### src/rtl/mdu_sequencer.sv
// Iterative multiply/divide unit owning the HI/LO pair: shift-add multiplier and
// restoring divider, n iterations plus one sign-fixup cycle per operation.
module mdu_sequencer #(
    parameter int n = 32
) (
    input  logic         clk,
    input  logic         reset,
    input  logic         start,
    input  logic [1:0]   op,
    input  logic [n-1:0] a,
    input  logic [n-1:0] b,
    input  logic         mthi,
    input  logic         mtlo,
    input  logic [n-1:0] wd,
    output logic [n-1:0] hi,
    output logic [n-1:0] lo,
    output logic         busy,
    output logic         done,
    output logic         div_by_zero
);
    localparam int CW = (n > 1) ? $clog2(n) : 1;

    typedef enum logic [1:0] {IDLE, CALC, FIX} state_t;

    state_t         state_q;
    logic [CW-1:0]  cnt_q;
    logic           is_div_q, neg_res_q, neg_rem_q, dz_q;
    logic [n-1:0]   a_raw_q;
    logic [n-1:0]   opnd_q;          // multiplicand for mult, divisor for div
    logic [2*n-1:0] acc_q, acc_d;
    logic [n-1:0]   hi_q, lo_q;
    logic           done_q, dz_pulse_q;

    // Operand conditioning at start: magnitudes only for signed ops
    logic         signed_op, a_neg, b_neg;
    logic [n-1:0] a_abs, b_abs;
    assign signed_op = ~op[0];
    assign a_neg     = signed_op & a[n-1];
    assign b_neg     = signed_op & b[n-1];
    assign a_abs     = a_neg ? -a : a;
    assign b_abs     = b_neg ? -b : b;

    // Multiply step: accumulator {partial, multiplier}, add then shift right
    logic [n:0]     mul_sum;
    logic [2*n-1:0] mul_step;
    assign mul_sum  = {1'b0, acc_q[2*n-1:n]} + (acc_q[0] ? {1'b0, opnd_q} : {(n+1){1'b0}});
    assign mul_step = {mul_sum, acc_q[n-1:1]};

    // Divide step: accumulator {remainder, dividend/quotient}, shift left then trial subtract
    logic [n:0]     div_rem;
    logic           div_ge;
    logic [n-1:0]   div_diff;
    logic [2*n-1:0] div_step;
    assign div_rem  = {acc_q[2*n-1:n], acc_q[n-1]};
    assign div_ge   = div_rem >= {1'b0, opnd_q};
    assign div_diff = div_rem[n-1:0] - opnd_q;
    assign div_step = {(div_ge ? div_diff : div_rem[n-1:0]), acc_q[n-2:0], div_ge};

    assign acc_d = is_div_q ? div_step : mul_step;

    // Sign correction applied in FIX
    logic [2*n-1:0] prod_fix;
    logic [n-1:0]   quo_fix, rem_fix;
    assign prod_fix = neg_res_q ? -acc_q : acc_q;
    assign quo_fix  = neg_res_q ? -acc_q[n-1:0] : acc_q[n-1:0];
    assign rem_fix  = neg_rem_q ? -acc_q[2*n-1:n] : acc_q[2*n-1:n];

    always_ff @(posedge clk) begin
        if (reset) begin
            state_q    <= IDLE;
            cnt_q      <= '0;
            is_div_q   <= 1'b0;
            neg_res_q  <= 1'b0;
            neg_rem_q  <= 1'b0;
            dz_q       <= 1'b0;
            a_raw_q    <= '0;
            opnd_q     <= '0;
            acc_q      <= '0;
            hi_q       <= '0;
            lo_q       <= '0;
            done_q     <= 1'b0;
            dz_pulse_q <= 1'b0;
        end else begin
            done_q     <= 1'b0;
            dz_pulse_q <= 1'b0;
            case (state_q)
                IDLE: begin
                    if (start) begin
                        state_q   <= CALC;
                        cnt_q     <= '0;
                        is_div_q  <= op[1];
                        neg_res_q <= a_neg ^ b_neg;
                        neg_rem_q <= a_neg;
                        dz_q      <= op[1] & (b == '0);
                        a_raw_q   <= a;
                        opnd_q    <= op[1] ? b_abs : a_abs;
                        acc_q     <= {{n{1'b0}}, (op[1] ? a_abs : b_abs)};
                    end else begin
                        if (mthi) hi_q <= wd;
                        if (mtlo) lo_q <= wd;
                    end
                end
                CALC: begin
                    acc_q <= acc_d;
                    cnt_q <= cnt_q + 1'b1;
                    if (cnt_q == CW'(n - 1)) state_q <= FIX;
                end
                FIX: begin
                    state_q <= IDLE;
                    done_q  <= 1'b1;
                    if (dz_q) begin
                        hi_q       <= a_raw_q;
                        lo_q       <= '1;
                        dz_pulse_q <= 1'b1;
                    end else if (is_div_q) begin
                        hi_q <= rem_fix;
                        lo_q <= quo_fix;
                    end else begin
                        hi_q <= prod_fix[2*n-1:n];
                        lo_q <= prod_fix[n-1:0];
                    end
                end
                default: state_q <= IDLE;
            endcase
        end
    end

    assign hi          = hi_q;
    assign lo          = lo_q;
    assign busy        = (state_q != IDLE);
    assign done        = done_q;
    assign div_by_zero = dz_pulse_q;
endmodule

### config.mk
export PLATFORM = sky130hd
export DESIGN_NAME = mdu_sequencer
export DESIGN_NICKNAME = d
export VERILOG_FILES = /design/src/rtl/mdu_sequencer.sv
export SDC_FILE = /design/constraint.sdc
export NUM_CORES = 1
export LEC_CHECK = 0
export CAP_MARGIN = 40
export CORE_ASPECT_RATIO = 1.5
export CORE_MARGIN = 4
export CORE_UTILIZATION = 53
export DETAILED_ROUTE_END_ITERATION = 10
export PLACE_DENSITY = 0.78
export SETUP_SLACK_MARGIN = 0.5
export SYNTH_ARGS = -nofsm -noshare
export SYNTH_HDL_FRONTEND = slang
export SYNTH_SLANG_ARGS = --single-unit
### constraint.sdc
create_clock -name clk -period 2.8 [get_ports clk]
set_input_delay 0.42 -clock clk [delete_from_list [all_inputs] [get_ports clk]]
set_output_delay 0.42 -clock clk [all_outputs]
set_load 0.01 [all_outputs]
Yosys cells after proc, flatten, opt, wreduce, memory -nomap -nowiden
Cells that the tools add are included.
- add/subtract/negate cells: 8
- $lt $le $gt $ge: 1
- eq/ne operators: 8
- muxes and demuxes: 29
- bitwise logic cells: 6
- reductions and logical operators: 11
- operators with widths (kind ; number):
    $mux W32 ; 16
    $mux W64 ; 3
    $neg A32 Y32 ; 4
    $pmux W32 S2 ; 2
    $pmux W64 S2 ; 1
    $neg A64 Y64 ; 1
    $add A32 B32 Y33 ; 1
    $ge A33 B32 Y1 ; 1
    $logic_not A32 Y1 ; 1
    $sub A32 B32 Y32 ; 1
    $ne A2 B2 Y1 const B ; 5
    $pmux W5 S2 ; 1
    $reduce_and A2 Y1 ; 3
    $reduce_and A3 Y1 ; 2
    $reduce_bool A2 Y1 ; 3
    $add A5 B1 Y5 const B ; 1
    $eq A5 B5 Y1 const B ; 1
    $mux W5 ; 1
    $mux W2 ; 2
    $pmux W2 S2 ; 1
    $and A1 B1 Y1 ; 3
    $eq A2 B1 Y1 const B ; 1
    $eq A2 B2 Y1 const B ; 1
    $logic_not A2 Y1 ; 1
    4 further kinds ; 6
- flip-flop bits (word level): 205
- output and inout port bits: 67

Logic depth before layout (Yosys ltp)
Gate-level depths: netlist of run 1.
- depth in word-level cells: 6
- depth in mapped cells: 14
- depth with buffers taken out: 13

Worst setup path after synthesis of run 1
No wires, ideal clock.
- kind: register to register
- start: reg acc_q[0]
- end: reg acc_q[60]
- library setup time: 0.120 ns
- data arrival time: 2.964 ns
- required time: 2.680 ns
- slack: -0.283 ns
- stages on the path, launching flop included: 14
- path buffers: 1
- cell sequence: dfxtp_1 inv_1 clkbuf_1 nor2_1 ha_1 a211oi_1 o21ai_0 o22ai_2 o211ai_1 a31o_2 a221o_1 a21oi_1 mux2i_1 a211o_1
- word-level cells in the longest chain between the ends: 4
- RTL lines (what ; RTL line ; text):
    start: declaration ; 30 ; logic [2*n-1:0] acc_q, acc_d;
    start signal: assignment ; 97 ; acc_q <= {{n{1'b0}}, (op[1] ? a_abs : b_abs)};
    $mux W32 ; 46 ; assign mul_sum = {1'b0, acc_q[2*n-1:n]} + (acc_q[0] ? {1'b0, opnd_q} : {(n+1){1'b0}});
    $add A32 B32 Y33 ; 46 ;
    $mux W64 ; 59 ; assign acc_d = is_div_q ? div_step : mul_step;
    $pmux W64 S2 ; 86 ; case (state_q)
No other way between the ends.
A chain may end at the register's enable or synchronous reset.

Worst setup path after layout of run 1
- start: reg opnd_q[2]
- end: reg acc_q[56]
- word-level cells in the longest chain between the ends: 4
- elaborated cells between the ends (all ways): 7
- classes of those cells: 2 x add/sub; 1 x order compare; 4 x mux
- RTL lines (what ; RTL line ; text):
    start: declaration ; 29 ; logic [n-1:0] opnd_q;
    start signal: assignment ; 96 ; opnd_q <= op[1] ? b_abs : a_abs;
    $mux W32 (tied with other cells) ; 46 ;
    $add A32 B32 Y33 / $mux W32 (equally long branches) ; 46, 57 ;
    $mux W64 (*) ; 59 ;
    $pmux W64 S2 (*) ; 86 ;
Every way passes the cells marked *; elsewhere a longest branch is shown, timed or not.

==> impl_metrics.env, run 1 <==
export IMPL_status="finished with violations"
export IMPL_violations="negative setup slack"
export IMPL_use_met1=0.468
export IMPL_seqPwrFrac=0.301
export IMPL_drt_first_pass_iters=6
export IMPL_area_growth_pct=53.3
export IMPL_cts_clk_slew_worst_paths_ns=0.07
export IMPL_drt_iter0_markers=2423
export IMPL_grt_overflow_total=0
export IMPL_grt_pass1_vias=20100
export IMPL_hpwl_um=56500
export IMPL_yosysSeqAreaShare=0.258
export IMPL_path_class="flip-flop to flip-flop"
export IMPL_hp_class="input port to flip-flop"
export IMPL_p_per_area_mw_per_mm2=443
export IMPL_drc=0
export IMPL_die_w_um=149
export IMPL_rsz0062_at_grt="yes"
export IMPL_crit_slowest_cell="dfxtp_2"
export IMPL_finalCriticalPeriod_ns=3.17
export IMPL_p_comb_frac=0.416
export IMPL_post_place_ws_ns=-0.653
export IMPL_cts_hold_buf=0
export IMPL_p_clk_frac=0.283
export IMPL_tns_ns=-6.55
export IMPL_crit_start="opnd_q[2]"
export IMPL_die_y_um=220
export IMPL_antenna_found_initial=1
export IMPL_worstMarginPinSlew_ns=0.979
export IMPL_syn_nets=2330
export IMPL_synth_edf_count=0
export IMPL_io_pin_count=170
export IMPL_setup_ws_ns=-0.369
export IMPL_critPathRequiredTime_ns=3.21
export IMPL_ys_ff_latch=205
export IMPL_rows=77
export IMPL_maxSlewHeadroom=0.348
export IMPL_numCtsBuffers=23
export IMPL_synthFlopType="dfxtp_1"
export IMPL_clock_sinks=205
export IMPL_swShare=0.369
export IMPL_max_vdd_ir_drop_mv=0.432
export IMPL_synth_async_reset_ratio=0
export IMPL_crit_fanout=3
export IMPL_fmax_mhz=316
export IMPL_cp_cell_sequence="clkinvlp_4, buf_6, nor2_2, ha_1, nand3_2, o2111ai_4, o22ai_4, o211ai_1, a31o_2, buf_4, a2111oi_4, a41oi_2, a31oi_1, o31ai_1"
export IMPL_grt_max_degree=108
export IMPL_routedWlPerCell_um=25.8
export IMPL_slew_viol_final=0
export IMPL_fp_coreArea_mm2=0.0296
export IMPL_maxCapViolCount=0
export IMPL_syn_area_mm2=0.0159
export IMPL_ant_nets=0
export IMPL_routed_wl_um=79200
export IMPL_internal_power_mw=6.81
export IMPL_met2_usage=0.767
export IMPL_clock_latency_ns=0.55
export IMPL_reg2regPathDepth=14
export IMPL_nFillCells=1852
export IMPL_synth_avg_cell_area_um2=7.38
export IMPL_start_util=0.538
export IMPL_gr_max_usage_layer="met2"
export IMPL_hold_viol=0
export IMPL_skew_ns=0.0212
export IMPL_endpoint="acc_q[56]"
export IMPL_p_leak_nw=9.95
export IMPL_vias=20500
export IMPL_setup_violations=51
export IMPL_min_period_over_period=1.13
export IMPL_h_tree_depth=1
export IMPL_use_met3=0.0936
export IMPL_endpoint_kind="flip-flop"
export IMPL_gp_congestion=1.10
export IMPL_synth_cells=2155
export IMPL_synth_cell_types=90
export IMPL_switching_power_mw=3.99
export IMPL_layout_cells_most_common="buf_4"
export IMPL_grt_pass1_wl_um=115000
export IMPL_port_buffer_count=169
export IMPL_power_mw=10.8
export IMPL_cts_tree="built"
export IMPL_root_buffer="clkbuf_16"
export IMPL_nets=2836
export IMPL_cts_path_max_buffers=3
export IMPL_worstReg2RegEnd="acc_q[56]"
export IMPL_worstSetupStartpointType="flip-flop"
export IMPL_dieArea_mm2=0.0329
export IMPL_r2r_slack_ns=-0.37
export IMPL_avgViaCountPerCell=6.65
export IMPL_layout_drive_gt1_share=0.327
export IMPL_regToRegStartpoint="opnd_q[2]"
export IMPL_yosysWarningCount=0
export IMPL_cp_slowest_stage_delay_ns=0.37
export IMPL_layout_common_cells="409 x buf_4, 253 x nand2_1, 222 x a21oi_1"
export IMPL_critPathArrivalTime_ns=3.58
export IMPL_grt_total_usage=0.454
-- layout make-up --
class                      instances  area, um2  share of cell area
antenna                            3       7.51            0.000308
multi-input combinational       1723      13100               0.537
clock inverter                    11        101             0.00416
clock buffer                      31        636              0.0261
inverter                          78        312              0.0128
timing repair buffer             630       5580               0.229
sequential                       205       4150               0.170
tap                              395        494              0.0203
-- registers in the layout (all words and copies together), names as in the netlist --
name / cells
dz_q: 1
lo: 32
hi: 32
neg_res_q: 1
neg_rem_q: 1
acc_q: 64
done: 1
opnd_q: 32
div_by_zero: 1
is_div_q: 1
a_raw_q: 32
cnt_q: 5
state_q: 2
-- how the worst min path moves through the flow --
| stage | from | depth (start not counted) | to |
|---|---|---|---|
| global route | reset | 2 | opnd_q[3] |
| CTS | reset | 2 | opnd_q[3] |
| global placement | hi[7] | 2 | hi[7] |
| finish | reset | 2 | opnd_q[7] |
| floorplan | cnt_q[3] | 1 | cnt_q[3] |
| detailed placement | opnd_q[3] | 2 | opnd_q[3] |
-- worst max-delay path, delay by kind of cell, from the launching register on --
family	cells	cell delay, ns
AND/OR/NAND/NOR	2	0.17
AO/OA/AOI/OAI	8	1.66
adder cells (fa/ha/maj)	1	0.26
buffers and inverters	3	0.58
flip-flops	1	0.37
-- kinds of logic (layout without fill, tap and decap cells) --
| family | count (synthesis) | after routing | share of synthesized area |
|---|---|---|---|
| AOI/OAI and AO/OA | 713 | 715 | 0.288 |
| xor gates and xnor gates | 166 | 166 | 0.0914 |
| adders and majority gates | 72 | 72 | 0.0576 |
| buffers and inverters | 229 | 750 | 0.0570 |
| DFF | 205 | 205 | 0.258 |
| muxes | 60 | 60 | 0.0381 |
| other | 0 | 3 | 0 |
| and+or+nand+nor | 710 | 710 | 0.210 |
-- metrics by stage --
step / hold WS [ns] / util / cells / area (um2)
floorplan: 0.429 / - / 2155 / 16500
global placement: 0.437 / 0.709 / 2949 / 21000
detailed placement: 0.443 / 0.709 / 2950 / 21000
CTS: 0.208 / 0.785 / 3032 / 23200
global route: 0.242 / 0.824 / 3073 / 24400
finish: 0.233 / 0.824 / 3076 / 24400
-- synth_stat cells (all sizes together) (13+ instances only) --
master,count,area share
mux2i,56,0.035
nand2b,20,0.0079
nor2b,16,0.0063
inv,77,0.018
o41ai,14,0.0087
and3,13,0.0051
a211oi,72,0.034
nor2,217,0.052
a31oi,19,0.0075
clkbuf,123,0.030
o31ai,21,0.0099
a22o,14,0.0077
o22ai,13,0.0055
nand4,14,0.0055
ha,70,0.055
or4,17,0.0095
nor4,20,0.011
buf,28,0.0089
a21o,20,0.0094
o211ai,49,0.023
a32o,13,0.0082
xor2,79,0.044
nor3,45,0.015
nand2,263,0.062
a21oi,267,0.084
o21ai,116,0.037
nand3,30,0.011
o221ai,22,0.012
or3,15,0.0059
xnor2,87,0.048
dfxtp,205,0.26
-- power groups by stage --
stage / logic [mW] / registers, mW / clock network (mW)
final: 4.50 / 3.25 / 3.05
after detailed placement: 3.59 / 3.30 / 0
after floorplan: 1.93 / 3.30 / 0
after global placement: 3.55 / 3.29 / 0
after global routing: 4.69 / 3.26 / 3.15
after CTS: 4.06 / 3.24 / 3.03
-- layer usage --
metal  up-vias  wire length (um)
li1       8809                 -
met1      9566             25200
met2      1519             36800
met3       561              7600
met4         2              9560
met5         -                 8
-- repair_timing --
action	in CTS	in global routing
gates resized for setup	247	193
setup endpoints to repair	130	144
cloned	2	1
buffers inserted	38	39
pin swaps	126	177
Power figures use the tool's default switching activity.
==> inputs of run 2 (changes only) <==
Settings changed: ABC_CLOCK_PERIOD_IN_PS set to 2800, CTS_CLUSTER_DIAMETER set to 100.
==> results of run 2 <==
Same layout as run 1: the final DEF is identical, and so are final timing and power.
